## config.mk

```make
export PLATFORM = sky130hd
export DESIGN_NAME = fpu_align_cal_skid_reg_flat
export DESIGN_NICKNAME = d
export VERILOG_FILES = /design/src/rtl/fpu_align_cal_skid_reg_if.sv /design/src/rtl/fpu_align_cal_skid_reg.sv /design/src/flat_wrapper.sv
export SDC_FILE = /design/constraint.sdc
export NUM_CORES = 1
export LEC_CHECK = 0
export BUFFER_PORTS_ARGS = -buffer_cell sky130_fd_sc_hd__buf_2
export CORE_ASPECT_RATIO = 1.75
export CORE_MARGIN = 8
export CORE_UTILIZATION = 44
export DETAILED_ROUTE_END_ITERATION = 12
export PLACE_DENSITY = 0.67
export SYNTH_ARGS = -nofsm -noshare
export SYNTH_HDL_FRONTEND = slang
export SYNTH_SLANG_ARGS = --single-unit
```

## constraint.sdc

```tcl
create_clock -name clock -period 2.8 [get_ports clock]
set_input_delay 0.28 -clock clock [delete_from_list [all_inputs] [get_ports clock]]
set_output_delay 0.28 -clock clock [all_outputs]
set_load 0.03 [all_outputs]
```

## src/rtl/fpu_align_cal_skid_reg_if.sv

```systemverilog
// Purpose: align-to-calculate bundle and handshake signals for the FP add/sub pipeline register.
// Latency: none; this file only groups the wires.
// Backpressure: a_ready/c_ready carry the stall, and c_occ reports how many entries are held.
interface fpu_align_cal_skid_reg_if #(
    parameter int EXP_W  = 8,
    parameter int FRAC_W = 23
);
    // upstream (align stage) side
    logic                a_valid;
    logic                a_ready;
    logic [1:0]          a_rm;
    logic                a_is_inf_nan;
    logic [FRAC_W-1:0]   a_inf_nan_frac;
    logic                a_sign;
    logic [EXP_W-1:0]    a_exp;
    logic                a_op_sub;
    logic [FRAC_W:0]     a_large_frac;
    logic [FRAC_W+3:0]   a_small_frac;
    // downstream (calculate stage) side
    logic                c_valid;
    logic                c_ready;
    logic [1:0]          c_rm;
    logic                c_is_inf_nan;
    logic [FRAC_W-1:0]   c_inf_nan_frac;
    logic                c_sign;
    logic [EXP_W-1:0]    c_exp;
    logic                c_op_sub;
    logic [FRAC_W:0]     c_large_frac;
    logic [FRAC_W+3:0]   c_small_frac;
    logic [1:0]          c_occ;

    // pipeline register side
    modport slave (
        input  a_valid, a_rm, a_is_inf_nan, a_inf_nan_frac, a_sign, a_exp, a_op_sub,
               a_large_frac, a_small_frac, c_ready,
        output a_ready, c_valid, c_rm, c_is_inf_nan, c_inf_nan_frac, c_sign, c_exp,
               c_op_sub, c_large_frac, c_small_frac, c_occ
    );

    // surrounding datapath side
    modport master (
        output a_valid, a_rm, a_is_inf_nan, a_inf_nan_frac, a_sign, a_exp, a_op_sub,
               a_large_frac, a_small_frac, c_ready,
        input  a_ready, c_valid, c_rm, c_is_inf_nan, c_inf_nan_frac, c_sign, c_exp,
               c_op_sub, c_large_frac, c_small_frac, c_occ
    );
endinterface

```

## src/rtl/fpu_align_cal_skid_reg.sv

```systemverilog
// Purpose: align-to-calculate pipeline register with a two-entry skid buffer, stage enable and flush.
// Latency: 1 cycle from accept to c_valid when empty; sustains 1 bundle/cycle with c_ready high.
// Backpressure: the skid entry absorbs one beat after c_ready drops; a_ready falls (registered) when both entries are full.
module fpu_align_cal_skid_reg #(
    parameter int EXP_W  = 8,
    parameter int FRAC_W = 23
) (
    input  logic                   clock,
    input  logic                   clrn,
    input  logic                   e,
    input  logic                   flush,
    fpu_align_cal_skid_reg_if.slave bus
);

    typedef struct packed {
        logic [1:0]        rm;
        logic              is_inf_nan;
        logic [FRAC_W-1:0] inf_nan_frac;
        logic              sign;
        logic [EXP_W-1:0]  exp;
        logic              op_sub;
        logic [FRAC_W:0]   large_frac;
        logic [FRAC_W+3:0] small_frac;
    } bundle_t;

    // encoding doubles as the occupancy count
    typedef enum logic [1:0] {
        EMPTY = 2'd0,
        ONE   = 2'd1,
        FULL  = 2'd2
    } state_t;

    state_t  state_q;
    state_t  state_nxt;
    bundle_t m_q;
    bundle_t s_q;
    bundle_t a_dat;
    logic    rdy_q;
    logic    in_fire;
    logic    out_fire;
    logic    ld_m_a;
    logic    ld_m_s;
    logic    ld_s;

    assign a_dat = {bus.a_rm, bus.a_is_inf_nan, bus.a_inf_nan_frac, bus.a_sign, bus.a_exp,
                    bus.a_op_sub, bus.a_large_frac, bus.a_small_frac};

    // a_ready already includes e, so a frozen stage can never see a transfer
    assign bus.a_ready = rdy_q & e;
    assign bus.c_valid = (state_q != EMPTY) & e;
    assign bus.c_occ   = state_q;
    assign in_fire     = bus.a_valid & bus.a_ready;
    assign out_fire    = bus.c_valid & bus.c_ready;

    // main register feeds the calc stage directly, so no mux sits on the output path
    assign bus.c_rm           = m_q.rm;
    assign bus.c_is_inf_nan   = m_q.is_inf_nan;
    assign bus.c_inf_nan_frac = m_q.inf_nan_frac;
    assign bus.c_sign         = m_q.sign;
    assign bus.c_exp          = m_q.exp;
    assign bus.c_op_sub       = m_q.op_sub;
    assign bus.c_large_frac   = m_q.large_frac;
    assign bus.c_small_frac   = m_q.small_frac;

    // next state and register load selects; flush empties without touching data
    always_comb begin
        state_nxt = state_q;
        ld_m_a    = 1'b0;
        ld_m_s    = 1'b0;
        ld_s      = 1'b0;
        if (flush) begin
            state_nxt = EMPTY;
        end else begin
            case (state_q)
                EMPTY: begin
                    if (in_fire) begin
                        ld_m_a    = 1'b1;
                        state_nxt = ONE;
                    end
                end
                ONE: begin
                    if (in_fire && out_fire) begin
                        ld_m_a = 1'b1;
                    end else if (in_fire) begin
                        ld_s      = 1'b1;
                        state_nxt = FULL;
                    end else if (out_fire) begin
                        state_nxt = EMPTY;
                    end
                end
                FULL: begin
                    if (out_fire) begin
                        ld_m_s    = 1'b1;
                        state_nxt = ONE;
                    end
                end
                default: state_nxt = EMPTY;
            endcase
        end
    end

    // state and registered ready; ready stays low through reset and rises on the first edge after
    always_ff @(posedge clock or negedge clrn) begin
        if (!clrn) begin
            state_q <= EMPTY;
            rdy_q   <= 1'b0;
        end else begin
            state_q <= state_nxt;
            rdy_q   <= (state_nxt != FULL);
        end
    end

    // bundle storage: main and skid registers load only on real transfers
    always_ff @(posedge clock or negedge clrn) begin
        if (!clrn) begin
            m_q <= '0;
            s_q <= '0;
        end else begin
            if (ld_m_a) begin
                m_q <= a_dat;
            end else if (ld_m_s) begin
                m_q <= s_q;
            end
            if (ld_s) begin
                s_q <= a_dat;
            end
        end
    end

endmodule

```

## src/flat_wrapper.sv

```systemverilog
// flat-port wrapper written by rule: the top's interface ports become plain ports
module fpu_align_cal_skid_reg_flat 
#(
    parameter int EXP_W  = 8,
    parameter int FRAC_W = 23
)
  (clock, clrn, e, flush, bus_a_valid, bus_a_rm, bus_a_is_inf_nan, bus_a_inf_nan_frac, bus_a_sign, bus_a_exp, bus_a_op_sub, bus_a_large_frac, bus_a_small_frac, bus_c_ready, bus_a_ready, bus_c_valid, bus_c_rm, bus_c_is_inf_nan, bus_c_inf_nan_frac, bus_c_sign, bus_c_exp, bus_c_op_sub, bus_c_large_frac, bus_c_small_frac, bus_c_occ);
  fpu_align_cal_skid_reg_if #(.EXP_W(EXP_W), .FRAC_W(FRAC_W)) bus_i ();
  input  logic clock;
  input  logic clrn;
  input  logic e;
  input  logic flush;
  input wire logic [$bits(bus_i.a_valid)-1:0] bus_a_valid;
  input wire logic [$bits(bus_i.a_rm)-1:0] bus_a_rm;
  input wire logic [$bits(bus_i.a_is_inf_nan)-1:0] bus_a_is_inf_nan;
  input wire logic [$bits(bus_i.a_inf_nan_frac)-1:0] bus_a_inf_nan_frac;
  input wire logic [$bits(bus_i.a_sign)-1:0] bus_a_sign;
  input wire logic [$bits(bus_i.a_exp)-1:0] bus_a_exp;
  input wire logic [$bits(bus_i.a_op_sub)-1:0] bus_a_op_sub;
  input wire logic [$bits(bus_i.a_large_frac)-1:0] bus_a_large_frac;
  input wire logic [$bits(bus_i.a_small_frac)-1:0] bus_a_small_frac;
  input wire logic [$bits(bus_i.c_ready)-1:0] bus_c_ready;
  output wire logic [$bits(bus_i.a_ready)-1:0] bus_a_ready;
  output wire logic [$bits(bus_i.c_valid)-1:0] bus_c_valid;
  output wire logic [$bits(bus_i.c_rm)-1:0] bus_c_rm;
  output wire logic [$bits(bus_i.c_is_inf_nan)-1:0] bus_c_is_inf_nan;
  output wire logic [$bits(bus_i.c_inf_nan_frac)-1:0] bus_c_inf_nan_frac;
  output wire logic [$bits(bus_i.c_sign)-1:0] bus_c_sign;
  output wire logic [$bits(bus_i.c_exp)-1:0] bus_c_exp;
  output wire logic [$bits(bus_i.c_op_sub)-1:0] bus_c_op_sub;
  output wire logic [$bits(bus_i.c_large_frac)-1:0] bus_c_large_frac;
  output wire logic [$bits(bus_i.c_small_frac)-1:0] bus_c_small_frac;
  output wire logic [$bits(bus_i.c_occ)-1:0] bus_c_occ;
  assign bus_i.a_valid = bus_a_valid;
  assign bus_i.a_rm = bus_a_rm;
  assign bus_i.a_is_inf_nan = bus_a_is_inf_nan;
  assign bus_i.a_inf_nan_frac = bus_a_inf_nan_frac;
  assign bus_i.a_sign = bus_a_sign;
  assign bus_i.a_exp = bus_a_exp;
  assign bus_i.a_op_sub = bus_a_op_sub;
  assign bus_i.a_large_frac = bus_a_large_frac;
  assign bus_i.a_small_frac = bus_a_small_frac;
  assign bus_i.c_ready = bus_c_ready;
  assign bus_a_ready = bus_i.a_ready;
  assign bus_c_valid = bus_i.c_valid;
  assign bus_c_rm = bus_i.c_rm;
  assign bus_c_is_inf_nan = bus_i.c_is_inf_nan;
  assign bus_c_inf_nan_frac = bus_i.c_inf_nan_frac;
  assign bus_c_sign = bus_i.c_sign;
  assign bus_c_exp = bus_i.c_exp;
  assign bus_c_op_sub = bus_i.c_op_sub;
  assign bus_c_large_frac = bus_i.c_large_frac;
  assign bus_c_small_frac = bus_i.c_small_frac;
  assign bus_c_occ = bus_i.c_occ;
  fpu_align_cal_skid_reg #(.EXP_W(EXP_W), .FRAC_W(FRAC_W)) u_core (.clock(clock), .clrn(clrn), .e(e), .flush(flush), .bus(bus_i));
endmodule
```

# Yosys cells after proc, flatten, opt, wreduce, memory -nomap -nowiden
# Index checks and enable logic that the tools add are counted.
# totals
in_bits,93
register_bits,177
wordCells,48
output_inout_bits,91
# classes
eq_ne,3
n_reduce_logical,4
n_mux,19
bitwise,4
# ops
cell,count
$mux W87,2
$mux W2,6
$mux W1,9
$pmux W2 S3,1
$and A1 B1 Y1,4
$reduce_bool A2 Y1,2
$eq A2 B1 Y1 const B,1
$eq A2 B2 Y1 const B,1
$logic_not A2 Y1,1
$ne A2 B2 Y1 const B,1
$pmux W1 S2,1
$logic_and A1 B1 Y1,1

# Depth between registers and ports, before layout
# Gate-level depths: netlist of the first run.
# depth
word_depth,9
depth_mapped,8
depth_no_buf,3

# Least setup slack after synthesis of the first run
# OpenSTA, ideal clock, no wires.
# synth_path
kind,register to register
startpoint,"register u_core.state_q[0], in the netlist u_core.bus.c_occ[0]"
endpoint,register u_core.m_q (netlist bit u_core.bus.c_exp[4])
period_less_slack_ns,1.890
slack_ns,0.910
stages_incl_launch_ff,8
n_path_buf,4
t_required_ns,2.674
arrival_ns,1.764
setup_time_ns,0.126
path_cell_list,dfrtp_1 -> buf_6 -> nor2b_1 -> buf_2 -> or3_1 -> buf_2 -> buf_6 -> a311o_1
# synth_between
elab_chain_len,8
word_cells_on_any_way,15
cone_classes,eq/ne: 2; mux: 7; bitwise: 2; reduce/logical: 4
# synth_lines
element,line_no,text
start: declaration,fpu_align_cal_skid_reg.sv:33,state_t state_q;
start signal: assignment,fpu_align_cal_skid_reg.sv:108,state_q <= state_nxt;
$reduce_bool A2 Y1,fpu_align_cal_skid_reg.sv:50,assign bus.c_valid = (state_q != EMPTY) & e;
$and A1 B1 Y1,fpu_align_cal_skid_reg.sv:50,
$and A1 B1 Y1,fpu_align_cal_skid_reg.sv:53,assign out_fire = bus.c_valid & bus.c_ready;
$logic_and A1 B1 Y1,fpu_align_cal_skid_reg.sv:82,if (in_fire && out_fire) begin
$mux W1,fpu_align_cal_skid_reg.sv:82,
$pmux W1 S2,fpu_align_cal_skid_reg.sv:74,case (state_q)
$mux W1,fpu_align_cal_skid_reg.sv:71,if (flush) begin
$mux W87 / $reduce_bool A2 Y1 (equally long branches),-,
end signal: assignment,fpu_align_cal_skid_reg.sv:120,m_q <= a_dat;
end signal: assignment,fpu_align_cal_skid_reg.sv:122,m_q <= s_q;
end: declaration,fpu_align_cal_skid_reg.sv:35,bundle_t m_q;
# Several ways; a longest one is shown, not always the timed one.
# A chain may end at the register's enable or synchronous reset.

# Final worst setup path of the first run
# layout_path
startpoint,"register u_core.state_q[0], in the netlist u_core.bus.c_occ[0]"
endpoint,register u_core.m_q (netlist bit u_core.bus.c_exp[1])
# The elaborated chain is that of the path after synthesis.

==> results of run 1 <==
==> area by class of cell <==
cell class | instances | share of cell area [%]
clock inverter | 14 | 1.575
tap | 238 | 3.048
multi-input combinational | 454 | 34.18
timing repair buffer | 197 | 11.37
clock buffer | 18 | 4.495
sequential | 177 | 45.33
==> logic make-up after synthesis <==
logic type	count (synthesis)
DFF	177
muxes	87
buffers and inverters	88
and+or+nand+nor	189
AOI/OAI and AO/OA	178
==> cells in the final DEF (no fill, tap or decap), types with 2 or more instances in the layout <==
cell                         instances
sky130_fd_sc_hd__clkinvlp_4          2
sky130_fd_sc_hd__nor3b_1             2
sky130_fd_sc_hd__buf_4               7
sky130_fd_sc_hd__mux2_2             87
sky130_fd_sc_hd__nor4_1             85
sky130_fd_sc_hd__and2_1              2
sky130_fd_sc_hd__bufinv_16           2
sky130_fd_sc_hd__o21ai_0            86
sky130_fd_sc_hd__clkinv_2            3
sky130_fd_sc_hd__nand4b_1            2
sky130_fd_sc_hd__dfrtp_1           177
sky130_fd_sc_hd__buf_12              6
sky130_fd_sc_hd__inv_6               4
sky130_fd_sc_hd__a311o_1             2
sky130_fd_sc_hd__buf_6               2
sky130_fd_sc_hd__clkbuf_16          17
sky130_fd_sc_hd__o21a_1              2
sky130_fd_sc_hd__clkinv_4            2
sky130_fd_sc_hd__a31oi_1            86
sky130_fd_sc_hd__nor4b_1             2
sky130_fd_sc_hd__nand3b_1           85
sky130_fd_sc_hd__buf_2             181
==> power by group through the flow <==
stage | sequential [mW] | clock, mW | combinational [mW]
floorplan | 3.95 | 0 | 0.680
global placement | 3.46 | 0 | 1.78
detailed placement | 3.48 | 0 | 1.81
CTS | 3.44 | 2.46 | 1.81
global route | 3.50 | 2.56 | 1.93
finish | 3.44 | 2.42 | 1.79
==> worst max path at each step <==
stage	depth (start not counted)	start	endpoint
finish	5	u_core.bus.c_occ[0]	u_core.bus.c_exp[1]
global route	5	u_core.bus.c_occ[0]	u_core.bus.c_large_frac[7]
CTS	5	u_core.bus.c_occ[0]	u_core.bus.c_small_frac[19]
detailed placement	5	u_core.bus.c_occ[0]	u_core.bus.c_large_frac[18]
global placement	5	u_core.bus.c_occ[0]	u_core.bus.c_small_frac[25]
floorplan	7	u_core.bus.c_occ[0]	u_core.bus.c_exp[4]
==> per-layer routing <==
layer / vias up / track usage, % / wire length [um]
li1: 3006 / - / -
met1: 3283 / 23.99 / 9496
met2: 211 / 31.12 / 11300
met3: 25 / 4.606 / 1273
met4: 0 / 7.866 / 474
met5: - / 0 / 0
==> worst max-delay path, stage by stage, from the launching register on <==
cell and delay [ps]:
sky130_fd_sc_hd__dfrtp_1 550, sky130_fd_sc_hd__nor2b_4 210, sky130_fd_sc_hd__buf_4 510, sky130_fd_sc_hd__buf_4 530, sky130_fd_sc_hd__nor4_1 100, sky130_fd_sc_hd__a31oi_1 190
==> flip-flops by register name, summed over array words and instances (netlist names) <==
register	flops
u_core.bus.c_rm	2
u_core.bus.c_inf_nan_frac	23
u_core.bus.c_small_frac	27
u_core.bus.c_exp	8
u_core.rdy_q	1
u_core.bus.c_large_frac	24
u_core.bus.c_is_inf_nan	1
u_core.bus.c_occ	2
u_core.s_q	87
u_core.bus.c_sign	1
u_core.bus.c_op_sub	1
==> per-stage QoR <==
stage               cell area, um^2  setup WS [ps]  utilization, %
floorplan                      8152          910.2               -
global placement               9168          713.9           49.78
detailed placement             9168          632.2           49.78
CTS                            9771          606.0           53.06
global route                   9771          449.8           53.06
finish                         9771          595.6           53.06
==> qor.yml, run 1 <==
global_route:
  grt_first_pass_wirelength_mm: 36.11
  largest_net_degree_at_the_start_of_global_routing: 262
  grt_antenna_before_repair: 0
  groute.usage.overall_pct: 19.17
  globalRoute.totalOverflow: 0
  vias_in_the_first_global_route: 6662
routing:
  detailroute.via_count: 6525
  drc: 0
  final_antenna_net_count: 0
  vias_per_cell: 5.943
  drt_pre_antenna_iters: 5
  drt-wirelength-per-cell_um: 20.53
  postRouteWirelength_mm: 22.55
  detailedRoute.firstIterationViolations: 635
power:
  peakVddDrop_mv: 0.3827
  power.density_cell_area_mw_per_mm2: 782.5
  netSwitchingPower_mw: 2.488
  cellLeakagePower_nw: 4.067
  proportion_of_total_power_due_to_net_switching_pct: 32.54
  internal_power_mw: 5.158
  clkPwrFrac_pct: 31.6
  report.power.total_mw: 7.645
  share_comb_of_total_power_pct: 23.4
  p_seq_share_pct: 45.0
worst_setup_path:
  worst_r2r_startpoint: "u_core.bus.c_occ[0]"
  crit_fanout: 51
  criticalPathCategory: "flip-flop to flip-flop"
  reg2reg_setup_slack_ps: 600
  critical_path.endpoint_type: "flip-flop"
  worst_ep_required_time_ps: 3140
  start_kind: "flip-flop"
  regToRegEndpoint: "u_core.bus.c_exp[1]"
  worst_ep_arrival_time_ps: 2540
  timing.reg2reg.worst_path_depth: 5
timing:
  clock.fmax_mhz: 453.6
  finalSetupTns_ps: 0
  worst_hold_slack_ps: 101.9
  final_min_period_over_clock_period_pct: 78.73
  skew_ps: 12.97
  finalMaxSlewViolations: 0
  setup_viol_count_final: 0
  hold_viol: 0
  min_clock_period_post_route_ps: 2204
  worst_pin_slew_ps: 1058
  grt_setup_unrepaired: "false"
  worst_slew_margin_rel_pct: 29.47
final_layout:
  register_area_mm2: 0.004429
  antenna-diode-count: 0
  layout-drive-gt1-share_pct: 37.21
  post_layout_nonfiller_instances: 1098
  fill_cells: 1648
  layout-area-overhead-vs-synth_pct: 19.86
  finalNetCount: 940
  multi_input_gate_area_mm2: 0.003339
synthesis:
  synth_xor_area_share_pct: 0
  simple_gate_share_of_the_synthesized_area_pct: 16.21
  synth.top_cell.area_share_pct: 54.34
  post_synth_fa_ha_maj_area_fraction_pct: 0
  synth_top_flop_cell: "sky130_fd_sc_hd__dfrtp_1"
  yosys.cell_count.top_type: "sky130_fd_sc_hd__dfrtp_1"
  synthesis.instances: 719
  synth_async_sr_flop_share_pct: 100.0
  mean_post_synth_cell_area_um2: 11.34
  synth.area.top_cells: "sky130_fd_sc_hd__dfrtp_1, sky130_fd_sc_hd__mux2_2, sky130_fd_sc_hd__nand3b_1, sky130_fd_sc_hd__a31oi_1, sky130_fd_sc_hd__nor4_1"
  area_fraction_in_compound_gates_after_synthesis_pct: 12.46
  largest_family_of_logic_cells_by_synthesized_area: "simple AND/OR/NAND/NOR gates"
  synth-warning-count: 0
  synth_edf_count: 0
  synth_mux_area_share_pct: 12.02
  synth_fp_nets: 812
  syn_area_mm2: 0.008152
  synth_largest_area_cell: "sky130_fd_sc_hd__dfrtp_1"
  synth_cell_type_count: 25
  synth_common_cells: "sky130_fd_sc_hd__dfrtp_1, sky130_fd_sc_hd__mux2_2, sky130_fd_sc_hd__a31oi_1, sky130_fd_sc_hd__o21ai_0"
  number_of_flip_flops_and_latches_in_the_synthesized_netlist: 177
  synth_sequential_area_ratio_pct: 54.34
clock_network:
  postCtsHoldBufs: 1
  cts_resized: 0
  cts_tree: "built"
  post-cts-setup-buffer-count: 0
  h_tree_depth: 4
  cts_made_buffers: 17
  cts-root-buf: "sky130_fd_sc_hd__clkbuf_16"
  worst_setup_hold_path_clk_slew_ps: 70
  clk_path_buf_depth: 2
  insertion_delay_ps: 420
  cts.sinks: 177
die:
  ios: 184
  chip_height_um: 196.1
  dieArea_mm2: 0.02331
  die_width_um: 118.9
  core-area_mm2: 0.01842
  fp-row-count: 66
  initial_utilization_pct: 44.27
worst_hold_path:
  hold_path.startpoint: "bus_a_exp[5]"
  instance_count_along_the_most_critical_hold_path: 2
  timing.hold.worst.class: "input port to flip-flop"
  hold-path-endpoint: "u_core.s_q[57]"
placement:
  io_buffer_count: 183
  placed_cells: 1065
  dp_hpwl_mm: 13.43
  gpl.final_weighted_congestion: 0.7433
status:
  status: "finished, final reports clean"
job:
  max_cap_violations: 0
Note: power is estimated with default switching activity, not from simulation.
==> run 2, diff against run 1 <==
==> constraint.sdc (replaced) <==
create_clock -name clock -period 2.2 [get_ports clock]
set_input_delay 0.22 -clock clock [delete_from_list [all_inputs] [get_ports clock]]
set_output_delay 0.22 -clock clock [all_outputs]
set_load 0.03 [all_outputs]
==> run 2 against run 1 <==
  * Clock power is 42% higher
  * Via count is 0.64% higher
  * Largest power group unchanged
  * Cell count is 0.46% higher
  * Critical endpoint is now u_core.bus.c_small_frac[1]
  * Hold slack worse by 53 ps
  * Design area is 1.2% higher
  * Fmax is 22% higher
  * Setup slack worse by 200 ps
  * Count of clock-buffer cells in the layout is 3 higher
==> qor.yml, run 2 (synthesized netlist as in run 1, its figures left out) <==
routing:
  detailroute.via_count: 6567  # +0.64%
  postRouteWirelength_mm: 23.03  # +2.1%
  drt_pre_antenna_iters: 5  # unchanged
  detailedRoute.firstIterationViolations: 506  # -20%
  drt-wirelength-per-cell_um: 20.88  # +1.7%
  drc: 0  # unchanged
  final_antenna_net_count: 0  # unchanged
  vias_per_cell: 5.954  # +0.19%
worst_setup_path:
  crit_fanout: 27  # -47%
  worst_ep_arrival_time_ps: 2140  # -400 ps
  criticalPathCategory: "flip-flop to flip-flop"
  critical_path.endpoint_type: "flip-flop"
  worst_ep_required_time_ps: 2530  # -610 ps
  start_kind: "flip-flop"
clock_network:
  cts_made_buffers: 17  # unchanged
  cts-root-buf: "sky130_fd_sc_hd__clkbuf_16"
  insertion_delay_ps: 420  # about the same
  cts.sinks: 177  # unchanged
  h_tree_depth: 4  # unchanged
  worst_setup_hold_path_clk_slew_ps: 70  # about the same
  clk_path_buf_depth: 2  # unchanged
  cts_resized: 0  # unchanged
  cts_tree: "built"
die:
  dieArea_mm2: 0.02331  # unchanged
  chip_height_um: 196.1  # unchanged
  initial_utilization_pct: 44.27  # unchanged
  core-area_mm2: 0.01842  # unchanged
  die_width_um: 118.9  # unchanged
  ios: 184  # unchanged
  fp-row-count: 66  # unchanged
final_layout:
  antenna-diode-count: 0  # unchanged
  largest_register_ff_count: 87  # unchanged
  finalNetCount: 947  # +0.74%
  layout-drive-gt1-share_pct: 37.34  # +0.13 points
  mostFrequentLayoutCell: "sky130_fd_sc_hd__buf_2"
  registers.top_by_ff_count: "u_core.s_q"
  layout-area-overhead-vs-synth_pct: 21.24
  leading_cell_types_in_the_layout_fill_and_taps_excluded: "sky130_fd_sc_hd__buf_2, sky130_fd_sc_hd__dfrtp_1, sky130_fd_sc_hd__mux2_2"
timing:
  setup_viol_count_final: 0  # unchanged
  worst_pin_slew_ps: 722.8  # -335.1 ps
  finalMaxSlewViolations: 0  # unchanged
  hold_viol: 0  # unchanged
  final_min_period_over_clock_period_pct: 82.05  # +3.3 points
  fin_ws_ps: 395.0  # -200.6 ps
  worst_slew_margin_rel_pct: 51.81  # +22 points
  grt_setup_unrepaired: "false"
  skew_ps: 11.43  # -1.542 ps
  clock.fmax_mhz: 554.0  # +22%
  min_clock_period_post_route_ps: 1805  # -399.4 ps
  finalSetupTns_ps: 0  # unchanged
placement:
  dp_hpwl_mm: 14.00  # +4.3%
  io_buffer_count: 183  # unchanged
  dp_slack_ps: 389.8  # -242.5 ps
  gpl.final_weighted_congestion: 0.7575  # +1.9%
power:
  power.density_cell_area_mw_per_mm2: 1021  # +31%
  cellLeakagePower_nw: 4.121  # +1.3%
  peakVddDrop_mv: 0.5132  # +34%
job:
  max_cap_violations: 0  # unchanged
global_route:
  globalRoute.totalOverflow: 0  # unchanged
  groute.usage.overall_pct: 19.63  # +0.46 points
  largest_net_degree_at_the_start_of_global_routing: 91  # -65%
  vias_in_the_first_global_route: 6633  # -0.44%
  grt_antenna_before_repair: 0  # unchanged
  grt_first_pass_wirelength_mm: 36.83  # +2.0%
status:
  status: "finished, final reports clean"
worst_hold_path:
  timing.hold.worst.class: "input port to flip-flop"
==> run 2: what timing repair did <==
action / in CTS / in global routing
hold buffers: 1 / 0
setup endpoints to repair: 0 / 0
setup buffers: 0 / 0
endpoints found under the hold margin: 43 / 0
==> run 2: final cells by class <==
cell class,instances,area (um^2)
Multi-Input combinational cell,454,3339
Clock buffer,21,460.4
Tap cell,238,297.8
Clock inverter,9,205.2
Timing Repair Buffer,204,1151
Sequential cell,177,4429
Fill cell,1642,8532
==> run 2: path summary, 6_finish.rpt <==
path                                               end  cells after the start                 start  slack [ps]
max in group asynchronous                u_core.s_q[3]                      3                  clrn        1240
hold / removal                          u_core.s_q[48]                      2  bus_a_large_frac[21]          50
setup / recovery            u_core.bus.c_small_frac[1]                      4   u_core.bus.c_occ[1]         390
min in group asynchronous  u_core.bus.c_small_frac[16]                      2                  clrn         310
setup reg to reg            u_core.bus.c_small_frac[1]                      4   u_core.bus.c_occ[1]         390
hold reg to reg                         u_core.s_q[56]                      1        u_core.s_q[56]         500
==> run 2: critical path, stage by stage, from the launching register on <==
cell                       delay (ps)
sky130_fd_sc_hd__dfrtp_1          440
sky130_fd_sc_hd__nand4b_4         200
sky130_fd_sc_hd__or3_2            570
sky130_fd_sc_hd__buf_4            290
sky130_fd_sc_hd__a31oi_1          190
==> run 2: metal layers <==
layer	vias up	share of wire, %	global-route usage (%)
met4	0	1.6	6.453
met1	3332	42	24.39
met5	-	0	0
met3	24	5.3	4.491
li1	3009	-	-
met2	202	51	32.95
==> run 2: power breakdown <==
| part | switching (mW) | internal [mW] | total [mW] |
|---|---|---|---|
| clock network | 1.24 | 2.19 | 3.43 |
| logic | 1.44 | 0.854 | 2.29 |
| registers | 0.382 | 3.99 | 4.38 |
==> run 2: metrics by stage <==
stage               util (%)  cell area (um^2)  std cells  hold slack (ps)  power [mW]
global placement       50.00              9208       1072            202.6       6.671
global route           53.67              9883       1103            33.27       10.56
CTS                    53.67              9883       1103            27.00       10.22
detailed placement     50.00              9208       1072            192.2       6.745
floorplan                  -              8152        719           -75.59       5.896
finish                 53.67              9883       1103            48.72       10.09
==> run 3, diff against run 2 <==
==> constraint.sdc (replaced) <==
create_clock -name clock -period 1.7 [get_ports clock]
set_input_delay 0.17 -clock clock [delete_from_list [all_inputs] [get_ports clock]]
set_output_delay 0.17 -clock clock [all_outputs]
set_load 0.03 [all_outputs]
==> run 3 against run 2 <==
  * Count of clock-buffer cells in the layout up 1
  * Sequential power up 29%
  * Register-to-register slack worse by 300 ps
  * Non-clock buffer count up 67
  * Global-route usage up 0.51 points
  * Combinational power up 36%
  * Total power up 27%
  * Cell count up 6.1%
  * Clock power up 17%
  * Largest power group unchanged
==> qor.yml, run 3 (synthesized netlist as in run 1, its figures left out) <==
timing:
  skew_ps: 14.39  # +2.958 ps
  min_clock_period_post_route_ps: 1609  # -196.5 ps
  worst_slew_margin_rel_pct: 60.92  # +9.1 points
  worst_pin_slew_ps: 586.3  # -136.6 ps
  finalMaxSlewViolations: 0  # unchanged
  worst_hold_slack_ps: 17.16  # -31.56 ps
  fin_ws_ps: 91.43  # -303.5 ps
  final_min_period_over_clock_period_pct: 94.62  # +13 points
  setup_viol_count_final: 0  # unchanged
  clock.fmax_mhz: 621.7  # +12%
  hold_viol: 0  # unchanged
  finalSetupTns_ps: 0  # unchanged
  grt_setup_unrepaired: "false"
final_layout:
  layout-drive-gt1-share_pct: 34.87  # -2.5 points
  registers.top_by_ff_count: "u_core.s_q"
  finalCoreUtilization_pct: 57.46  # +3.8 points
  leading_cell_types_in_the_layout_fill_and_taps_excluded: "sky130_fd_sc_hd__buf_2, sky130_fd_sc_hd__dfrtp_1, sky130_fd_sc_hd__mux2_2"
  post_layout_nonfiller_instances: 1170  # +6.1%
  fill_cells: 1531  # -6.8%
  finalInstanceArea_mm2: 0.01058  # +7.1%
  largest_register_ff_count: 87  # unchanged
  mostFrequentLayoutCell: "sky130_fd_sc_hd__buf_2"
  multi_input_gate_area_mm2: 0.003343  # +0.11%
  finalNetCount: 1014  # +7.1%
  antenna-diode-count: 0  # unchanged
  layout-area-overhead-vs-synth_pct: 29.81
  register_area_mm2: 0.004432  # about the same
clock_network:
  cts_tree: "built"
  cts.sinks: 177  # unchanged
  h_tree_depth: 4  # unchanged
  clk_path_buf_depth: 2  # unchanged
  cts-root-buf: "sky130_fd_sc_hd__clkbuf_16"
  worst_setup_hold_path_clk_slew_ps: 70  # about the same
  insertion_delay_ps: 430  # about the same
  cts_made_buffers: 17  # unchanged
  post-cts-setup-buffer-count: 0  # unchanged
worst_setup_path:
  start_kind: "flip-flop"
  worst_ep_arrival_time_ps: 1910  # -230 ps
  worst_ep_required_time_ps: 2010  # -520 ps
  critical_path.endpoint_type: "flip-flop"
  timing.reg2reg.worst_path_depth: 4  # unchanged
  crit_fanout: 38  # +41%
  criticalPathCategory: "flip-flop to flip-flop"
status:
  status: "finished, final reports clean"
routing:
  drt_pre_antenna_iters: 7  # +2
  detailedRoute.firstIterationViolations: 556  # +9.9%
  postRouteWirelength_mm: 23.39  # +1.6%
  drt-wirelength-per-cell_um: 19.99  # -4.2%
  final_antenna_net_count: 0  # unchanged
  drc: 0  # unchanged
  vias_per_cell: 5.822  # -2.2%
  detailroute.via_count: 6812  # +3.7%
power:
  netSwitchingPower_mw: 3.989  # +30%
  cellLeakagePower_nw: 4.395  # +6.6%
  proportion_of_total_power_due_to_net_switching_pct: 31.17  # +0.84 points
  p_seq_share_pct: 44.2  # +0.9 points
  internal_power_mw: 8.808  # +25%
  peakVddDrop_mv: 0.6537  # +27%
  power.density_cell_area_mw_per_mm2: 1209  # +18%
  share_comb_of_total_power_pct: 24.3  # +1.6 points
  report.power.total_mw: 12.80  # +27%
  clkPwrFrac_pct: 31.4  # -2.6 points
die:
  initial_utilization_pct: 44.27  # unchanged
  dieArea_mm2: 0.02331  # unchanged
  fp-row-count: 66  # unchanged
  die_width_um: 118.9  # unchanged
  core-area_mm2: 0.01842  # unchanged
  chip_height_um: 196.1  # unchanged
  ios: 184  # unchanged
placement:
  placed_cells: 1072  # unchanged
  area_of_placed_instances_mm2: 0.009285  # +0.84%
  gpl.final_weighted_congestion: 0.7264  # -4.1%
  dp_slack_ps: 15.07  # -374.7 ps
  dp_hpwl_mm: 13.84  # -1.2%
  io_buffer_count: 183  # unchanged
global_route:
  grt_antenna_before_repair: 0  # unchanged
  grt_first_pass_wirelength_mm: 37.88  # +2.8%
  largest_net_degree_at_the_start_of_global_routing: 108  # +19%
  groute.usage.overall_pct: 20.13  # +0.51 points
  vias_in_the_first_global_route: 7022  # +5.9%
  globalRoute.totalOverflow: 0  # unchanged
job:
  max_cap_violations: 0  # unchanged
worst_hold_path:
  timing.hold.worst.class: "input port to flip-flop"
  instance_count_along_the_most_critical_hold_path: 2  # unchanged
[run 3: timing repair]
| item | CTS | global route |
|---|---|---|
| resized for setup | 1 | 2 |
| setup endpoints to repair | 2 | 29 |
| hold buffers | 67 | 1 |
| endpoints found under the hold margin | 243 | 1 |
[run 3: power groups by stage]
stage,logic (mW),registers (mW),clock network (mW)
finish,3.11,5.66,4.02
global route,3.36,5.76,4.31
CTS,3.15,5.65,4.13
detailed placement,3.02,5.72,0
global placement,2.95,5.69,0
floorplan,1.12,6.51,0
[run 3: worst paths after layout]
check / from / endpoint / slack (ps)
worst max-delay path: u_core.rdy_q / u_core.s_q[38] / 90
worst min-delay path: bus_a_small_frac[22] / u_core.s_q[22] / 20
min in group asynchronous: clrn / u_core.bus.c_exp[3] / 320
max in group asynchronous: clrn / u_core.bus.c_inf_nan_frac[18] / 950
worst min register to register: u_core.s_q[51] / u_core.s_q[51] / 500
worst max register to register: u_core.rdy_q / u_core.s_q[38] / 90
[run 3: cell type report]
| type | count | share of cell area, % |
|---|---|---|
| clock buffer | 22 | 4.481 |
| clock inverter | 8 | 1.230 |
| multi-input combinational | 454 | 31.60 |
| sequential | 177 | 41.88 |
| tap | 238 | 2.814 |
| timing repair buffer | 271 | 18.00 |
[run 3: worst max-delay path, stage by stage, from the launching register on]
cell,delay [ps]
sky130_fd_sc_hd__dfrtp_1,440
sky130_fd_sc_hd__and4b_1,260
sky130_fd_sc_hd__nand3_4,150
sky130_fd_sc_hd__buf_12,250
sky130_fd_sc_hd__mux2_2,370
[run 3: per-layer routing]
layer	global-route usage [%]	vias up	wire length, um
li1	-	3157	-
met3	4.519	35	1126
met2	33.79	220	11860
met1	24.44	3400	9888
met4	8.290	0	520
met5	0	-	0
